<file path="config.mk">
export PLATFORM = sky130hd
export DESIGN_NAME = mul_result_queue
export DESIGN_NICKNAME = d
export VERILOG_FILES = /design/src/rtl/mul_result_queue.sv
export SDC_FILE = /design/constraint.sdc
export NUM_CORES = 1
export LEC_CHECK = 0
export BUFFER_PORTS_ARGS = -buffer_cell sky130_fd_sc_hd__buf_2
export CAP_MARGIN = 10
export CORE_AREA = 2 2 228 230
export DETAILED_ROUTE_END_ITERATION = 8
export DIE_AREA = 0 0 230 232
export PLACE_DENSITY = 0.78
export SETUP_SLACK_MARGIN = 0.3
export SLEW_MARGIN = 5
export SYNTH_ARGS = -nofsm -noshare
export SYNTH_HDL_FRONTEND = slang
export SYNTH_SLANG_ARGS = --single-unit
</file>
<file path="constraint.sdc">
create_clock -name clk -period 4 [get_ports clk]
set_input_delay 0.2 -clock clk [delete_from_list [all_inputs] [get_ports clk]]
set_output_delay 0.2 -clock clk [all_outputs]
set_load 0.02 [all_outputs]
</file>
<file path="src/rtl/mul_result_queue.sv">
// Issue/retire shell around a 4-stage signed 64x64 multiplier: sidecar op/tag pipeline,
// MUL/MULH/MULHSU/MULHU result formation and a credit-protected result FIFO.
// Optional same-cycle result bypass when the FIFO is empty: define MUL_RESULT_BYPASS_EN.
module mul_result_queue #(
  parameter int unsigned MUL_LAT = 4,
  parameter int unsigned DEPTH   = 4,
  parameter int unsigned TAG_W   = 4
) (
  input  logic             clk,
  input  logic             rst,

  input  logic             req_valid,
  output logic             req_ready,
  input  logic [1:0]       req_op,
  input  logic [TAG_W-1:0] req_tag,
  input  logic [63:0]      req_a,
  input  logic [63:0]      req_b,

  output logic             mul_stb,
  output logic [63:0]      mul_din1,
  output logic [63:0]      mul_din2,
  input  logic             mul_valid,
  input  logic [127:0]     mul_dout,

  output logic             rsp_valid,
  input  logic             rsp_ready,
  output logic [63:0]      rsp_data,
  output logic [TAG_W-1:0] rsp_tag
);

  localparam int unsigned     CntW     = $clog2(DEPTH + 1);
  localparam int unsigned     PtrW     = (DEPTH > 1) ? $clog2(DEPTH) : 1;
  localparam logic [CntW-1:0] DepthCnt = CntW'(DEPTH);
  localparam logic [PtrW-1:0] LastPtr  = PtrW'(DEPTH - 1);

  typedef enum logic [1:0] {OpMul, OpMulh, OpMulhsu, OpMulhu} op_e;

  // ---------------------------------------------------------------------------
  // Issue
  // ---------------------------------------------------------------------------
  logic ready_q;
  logic accept;

  assign accept    = req_valid & ready_q;
  assign req_ready = ready_q;
  assign mul_stb   = accept;
  assign mul_din1  = req_a;
  assign mul_din2  = req_b;

  // Signed product high half plus corr gives the unsigned-operand high half.
  logic        corr_ua;
  logic        corr_ub;
  logic [63:0] corr;

  always_comb begin
    corr_ua = (req_op == OpMulhu);
    corr_ub = (req_op == OpMulhsu) || (req_op == OpMulhu);
    corr    = ((corr_ua && req_a[63]) ? req_b : 64'd0)
            + ((corr_ub && req_b[63]) ? req_a : 64'd0);
  end

  // ---------------------------------------------------------------------------
  // Sidecar pipeline, lock-step with the multiplier
  // ---------------------------------------------------------------------------
  logic [MUL_LAT-1:0] sc_vld_q;
  logic [1:0]         sc_op_q   [MUL_LAT];
  logic [TAG_W-1:0]   sc_tag_q  [MUL_LAT];
  logic [63:0]        sc_corr_q [MUL_LAT];

  always_ff @(posedge clk) begin
    if (rst) begin
      sc_vld_q <= '0;
    end else begin
      sc_vld_q[0] <= accept;
      for (int i = 1; i < MUL_LAT; i++) begin
        sc_vld_q[i] <= sc_vld_q[i-1];
      end
    end
  end

  always_ff @(posedge clk) begin
    sc_op_q[0]   <= req_op;
    sc_tag_q[0]  <= req_tag;
    sc_corr_q[0] <= corr;
    for (int i = 1; i < MUL_LAT; i++) begin
      sc_op_q[i]   <= sc_op_q[i-1];
      sc_tag_q[i]  <= sc_tag_q[i-1];
      sc_corr_q[i] <= sc_corr_q[i-1];
    end
  end

  // ---------------------------------------------------------------------------
  // Result formation
  // ---------------------------------------------------------------------------
  logic             res_vld;
  logic [63:0]      res_data;
  logic [TAG_W-1:0] res_tag;

  // A mul_valid with no matching sidecar entry is a protocol error; it is dropped so
  // it can never overrun the credit-sized FIFO.
  assign res_vld = mul_valid & sc_vld_q[MUL_LAT-1];
  assign res_tag = sc_tag_q[MUL_LAT-1];

  always_comb begin
    if (sc_op_q[MUL_LAT-1] == OpMul) begin
      res_data = mul_dout[63:0];
    end else begin
      res_data = mul_dout[127:64] + sc_corr_q[MUL_LAT-1];
    end
  end

  // ---------------------------------------------------------------------------
  // Result FIFO and credits
  // ---------------------------------------------------------------------------
  logic [63:0]      mem_data_q [DEPTH];
  logic [TAG_W-1:0] mem_tag_q  [DEPTH];
  logic [PtrW-1:0]  wptr_q, wptr_d;
  logic [PtrW-1:0]  rptr_q, rptr_d;
  logic [CntW-1:0]  cnt_q, cnt_d;
  logic [CntW-1:0]  credits_q, credits_d;
  logic             fifo_empty;
  logic             bypass;
  logic             push;
  logic             pop;
  logic             rsp_fire;

  assign fifo_empty = (cnt_q == '0);

`ifdef MUL_RESULT_BYPASS_EN
  assign bypass = fifo_empty & res_vld;
`else
  assign bypass = 1'b0;
`endif

  assign rsp_valid = ~fifo_empty | bypass;
  assign rsp_data  = bypass ? res_data : mem_data_q[rptr_q];
  assign rsp_tag   = bypass ? res_tag  : mem_tag_q[rptr_q];
  assign rsp_fire  = rsp_valid & rsp_ready;
  assign push      = res_vld & ~(bypass & rsp_ready);
  assign pop       = ~fifo_empty & rsp_ready;

  always_comb begin
    wptr_d = wptr_q;
    if (push) begin
      wptr_d = (wptr_q == LastPtr) ? '0 : wptr_q + 1'b1;
    end
    rptr_d = rptr_q;
    if (pop) begin
      rptr_d = (rptr_q == LastPtr) ? '0 : rptr_q + 1'b1;
    end

    cnt_d = cnt_q;
    case ({push, pop})
      2'b10:   cnt_d = cnt_q + 1'b1;
      2'b01:   cnt_d = cnt_q - 1'b1;
      default: cnt_d = cnt_q;
    endcase

    credits_d = credits_q;
    case ({accept, rsp_fire})
      2'b10:   credits_d = credits_q + 1'b1;
      2'b01:   credits_d = credits_q - 1'b1;
      default: credits_d = credits_q;
    endcase
  end

  // ready_q mirrors (credits_q < DEPTH) but is held low while rst is sampled high.
  always_ff @(posedge clk) begin
    if (rst) begin
      wptr_q    <= '0;
      rptr_q    <= '0;
      cnt_q     <= '0;
      credits_q <= '0;
      ready_q   <= 1'b0;
    end else begin
      wptr_q    <= wptr_d;
      rptr_q    <= rptr_d;
      cnt_q     <= cnt_d;
      credits_q <= credits_d;
      ready_q   <= (credits_d < DepthCnt);
    end
  end

  always_ff @(posedge clk) begin
    if (push) begin
      mem_data_q[wptr_q] <= res_data;
      mem_tag_q[wptr_q]  <= res_tag;
    end
  end

endmodule

</file>
# [After elaboration in Yosys (flattened, before gate mapping)]
# Memories as Yosys holds them, arrays and structs flattened. A register that Yosys moved wholly into a read port is not among the register bits.
# Cells that the tools add are included.
[word_totals] reg_bits=15 mem_bits_rw=552 in_bits=267 out_inout_bits=199 memories=5
[memory_table] memory="mem_data_q" words=4 width=64 rd=1 rd_ports_with_merged_regs=1 write_ports=1 line_no="115" text="logic [63:0] mem_data_q [DEPTH];"
[memory_table] memory="sc_corr_q" words=4 width=64 rd=4 rd_ports_with_merged_regs=0 write_ports=4 line_no="68" text="logic [63:0] sc_corr_q [MUL_LAT];"
[memory_table] memory="mem_tag_q" words=4 width=4 rd=1 rd_ports_with_merged_regs=1 write_ports=1 line_no="116" text="logic [TAG_W-1:0] mem_tag_q [DEPTH];"
[memory_table] memory="sc_tag_q" words=4 width=4 rd=4 rd_ports_with_merged_regs=0 write_ports=4 line_no="67" text="logic [TAG_W-1:0] sc_tag_q [MUL_LAT];"
[memory_table] memory="sc_op_q" words=4 width=2 rd=4 rd_ports_with_merged_regs=0 write_ports=4 line_no="66" text="logic [1:0] sc_op_q [MUL_LAT];"
[op_classes] add_sub_neg=8 order_cmp=1 n_eq_ne=8 n_mux=13 bitwise_logic=4 n_reduce_logical=6
[ops] op="two-way mux 64 bit" n=3
[ops] op="adder 64 bit" n=2
[ops] op="== test 2 bit (second input constant)" n=6
[ops] op="two-way mux 2 bit" n=6
[ops] op="case mux 3 bit (2 select lines)" n=2
[ops] op="adder 3 x 1 -> 3 bit (second input constant)" n=2
[ops] op="subtractor 3 x 1 -> 3 bit (second input constant)" n=2
[ops] op="adder 2 x 1 -> 2 bit (second input constant)" n=2
[ops] op="== test 2 x 1 -> 1 bit (second input constant)" n=2
[ops] op="AND 1 bit" n=3
[ops] op="logical NOT 3 bit" n=1
[ops] op="less-than comparator 3 bit (second input constant)" n=1
[ops] op="logical AND 1 bit" n=2
[ops] op="logical NOT 2 bit" n=1
[ops] op="two-way mux 1 bit" n=2
[ops] op="nonzero test 2 bit" n=1
[ops] op="logical OR 1 bit" n=1
[ops] op="inverter 1 bit" n=1

# [Longest topological paths before layout]
[depth] depth_word=6 ltp_mapped=16

# [Worst setup path after synthesis]
# No wires, ideal clock.
[synth_path] kind="input to register" from="input req_a[63]" to="memory sc_corr_q[0][60]" setup_ns=0.072 t_arrival_ns=3.462 required_ns=3.928 path_slack_ns=0.467 stages=16 cell_sequence="and3_1 -> clkbuf_1 -> clkbuf_1 -> and2_1 -> ha_1 -> fa_1 -> a21oi_1 -> o221ai_1 -> o2111ai_1 -> nand3_1 -> a41oi_1 -> o41ai_2 -> a211oi_1 -> or3_1 -> a41oi_1 -> xor2_1"
[synth_lines] item="start, declared" line_no="16" text="input logic [63:0] req_a,"
[synth_lines] item="end, declared" line_no="68"

==> metrics <==
status=finished, final reports clean; first drt pass iteration count=7; syn nets=2656; clock latency at the later pin of the worst-skew pair=about 0.60 ns; total CTS buffers=53; Avg WL per Cell=approximately 20 um; Final Non-Filler Cells=approximately 3300; Worst Hold Class=input port to flop; post-synth cell types=roughly 80; initial antenna violation count=16; critical path data required time=4.46 ns; IO Count=466; sequential share of the synthesized area=between 50% and 60%; Post-CTS Setup Repair Bufs=0; HPWL Detailed=around 51000 um; gr usage total=24.1%; CTS tree=done; clock transition at the registers of the reported paths=0.06 ns; Final setup viols=0; HP Start=mul_dout[48]; Worst Path Max Fanout=4; Residual DRC=0; switching part of the total=between 20% and 30%; Via-to-Cell Ratio=around 5.5; Clk pwr share=between 30% and 40%; Rows=83; Routed WL=roughly 66000 um; Initial Utilization=about half; worst reg2reg path startpoint=sc_corr_q[3][2]; GP Congestion=between 0.9 and 1; P_sw=around 3.2 mW; Detailed Route Iter0 Violations=1055; number of synthesized flops with an enable pin=approximately 270; Max Clock Skew=around 0.030 ns; most common cell in the netlist=dfxtp_1; first-pass GRT wire length=roughly 100000 um; CTS root buffer=clkbuf_16; clk buf depth=3; Detail Route Antenna Nets=0; setup TNS=0 ns; Comb pwr share=between 10% and 20%; vias in the first global route=approximately 18000; Die Span Y=around 230 um; Leak Pwr=13.0 nW; GRT overflow=0; Synth area leaders=edfxtp_1 (31%), dfxtp_1 (23%), ha_1 (6.4%), mux4_2 (5.9%), a21oi_1 (3.8%); DIE AREA=approximately 53000 sq um; cell area after layout=around 30000 sq um; Avg Cell Area, Syn=11.6 sq um; area growth from synthesis to layout=16.4%; final hold slack=around 0.0067 ns; largest net degree at the start of global routing=~70; ys flop type=dfxtp_1; Placed Cells=3212; Internal=around 9.9 mW; post-synthesis cell count=2252; Slew Viols, Final=0; H-tree levels=2; Tmin final=3.58 ns; core area=50900 sq um; max frequency=approximately 280 MHz; endpoint class of the critical path=flop; Flop pwr share=49.5%; Reg2Reg Setup Slack=0.42 ns; relative slew slack=roughly 28%; RSZ-0062 raised after global routing=no; share of the synthesized area in the top cell type=31.3%; transition time of the tightest slew-check pin=1.08 ns; synth cell count leaders=dfxtp_1 (297), edfxtp_1 (272), a21oi_1 (197); Fin. Hold Viols=0; worst-case vdd ir drop=about 0.3 mV; synthesized cell area=between 20000 and 30000 sq um; WS Path Type=flop to flop; arrival time at the worst endpoint=around 4.0 ns; power per cell area=~430 nW/um^2; fin util=between 50% and 60%; clk sink count=~570; final period utilization=about nine tenths; register bit total from synthesis=between 500 and 600; worst setup path startpoint=sc_corr_q[3][2]; maxcap violations=0; die width=approximately 230 um; Synth area leader=edfxtp_1; port buffer count=between 400 and 500; startpoint types=flop; Nets=3009; share of cells above drive strength 1=a little over a quarter; yosys warns=0; asr flop ratio synth=0%; Placed Area=roughly 28000 sq um; via count=around 18000
==> metal layers <==
metal  vias to the layer above  wire length (um)  global-route usage, %
met4                        14              2330                   9.64
met2                       585             32200                   41.1
met1                      8762             28500                   31.3
met5                         -                92                      0
li1                       8791                 -                      -
met3                       122              3310                   3.08
==> cells by family (layout without fill, tap and decap cells) <==
family,after synthesis,count (layout),synth area share (%)
other,0,7,0
AOI/OAI and AO/OA,512,512,12.5
DFF,569,569,54.0
xor gates and xnor gates,120,120,4.02
and+or+nand+nor,552,552,10.7
adders and majority gates,137,137,6.68
buffers and inverters,290,686,6.05
muxes,72,72,6.03
==> final timing paths <==
path | end | cells after the start
setup / recovery | mem_data_q[3][53] | 12
hold / removal | mem_data_q[0][48] | 3
setup reg to reg | mem_data_q[3][53] | 12
hold reg to reg | sc_corr_q[3][10] | 0
==> repair_timing <==
item	4_1_cts	5_1_grt
resized for setup	1	15
hold buffers	18	0
pin swaps	0	4
endpoints found under the hold margin	51	0
endpoints found under the setup margin	4	66
==> power by group through the flow <==
stage                     clock [mW]  combinational [mW]  sequential (mW)
after floorplan                    0                1.11             6.58
after global placement             0                1.60             6.61
after detailed placement           0                1.63             6.62
after CTS                       5.04                1.65             6.49
after global routing            5.26                1.83             6.50
final                           4.94                1.68             6.49
==> area by class of cell <==
class | count | area, sq um
Antenna cell | 7 | 17.5
Clock buffer | 68 | 1450
Clock inverter | 30 | 284
Fill cell | 4126 | 20500
Inverter | 51 | 191
Multi-Input combinational cell | 1393 | 10500
Sequential cell | 569 | 14100
Tap cell | 680 | 851
Timing Repair Buffer | 537 | 2940
==> state kept, by name (all words and copies together) (netlist names), named ones only <==
register,cells
cnt_q,3
credits_q,3
mem_data_q,256
mem_tag_q,16
req_ready,1
rptr_q,2
sc_corr_q,256
sc_op_q,8
sc_tag_q,16
sc_vld_q,4
wptr_q,2
==> worst max-delay path, stage by stage (launching register included) <==
cell and delay [ns]:
dfxtp_1 0.32, ha_1 0.34, o21a_1 0.14, a21oi_1 0.12, o31a_1 0.30, o31a_1 0.35, o31a_1 0.35, a2111o_1 0.44
a21oi_4 0.22, o211ai_1 0.29, nand3_1 0.17, nor3b_1 0.25, buf_4 0.18
==> cell usage in the layout, fill, tap and decap left out, drive strengths merged, types with 6 or more instances in the layout <==
master / count
buf: 519
dfxtp: 297
edfxtp: 272
a21oi: 198
nor2: 134
ha: 133
nand2: 128
a21o: 84
o21ai: 80
and3: 76
and2: 74
xnor2: 71
mux4: 68
clkbuf: 68
inv: 57
xor2: 49
nand4: 36
nor3: 29
o21bai: 28
dlygate4sd3: 18
clkinv: 18
nor2b: 17
nand3: 17
o21a: 17
a31oi: 15
a211oi: 11
o31ai: 9
or3: 8
a21boi: 8
diode: 7
nand2b: 7
or2: 7
o211ai: 6
o2111ai: 6
a211o: 6
nor4: 6
a221oi: 6
==> stage by stage <==
stage	total power, mW	setup WS, ns
5_1_grt	13.6	0.303
4_1_cts	13.2	0.325
3_5_place_dp	8.24	-0.0439
6_report	13.1	0.425
2_1_floorplan	7.69	0.467
3_3_place_gp	8.21	0.00959
Note: power is estimated with default switching activity, not from simulation.
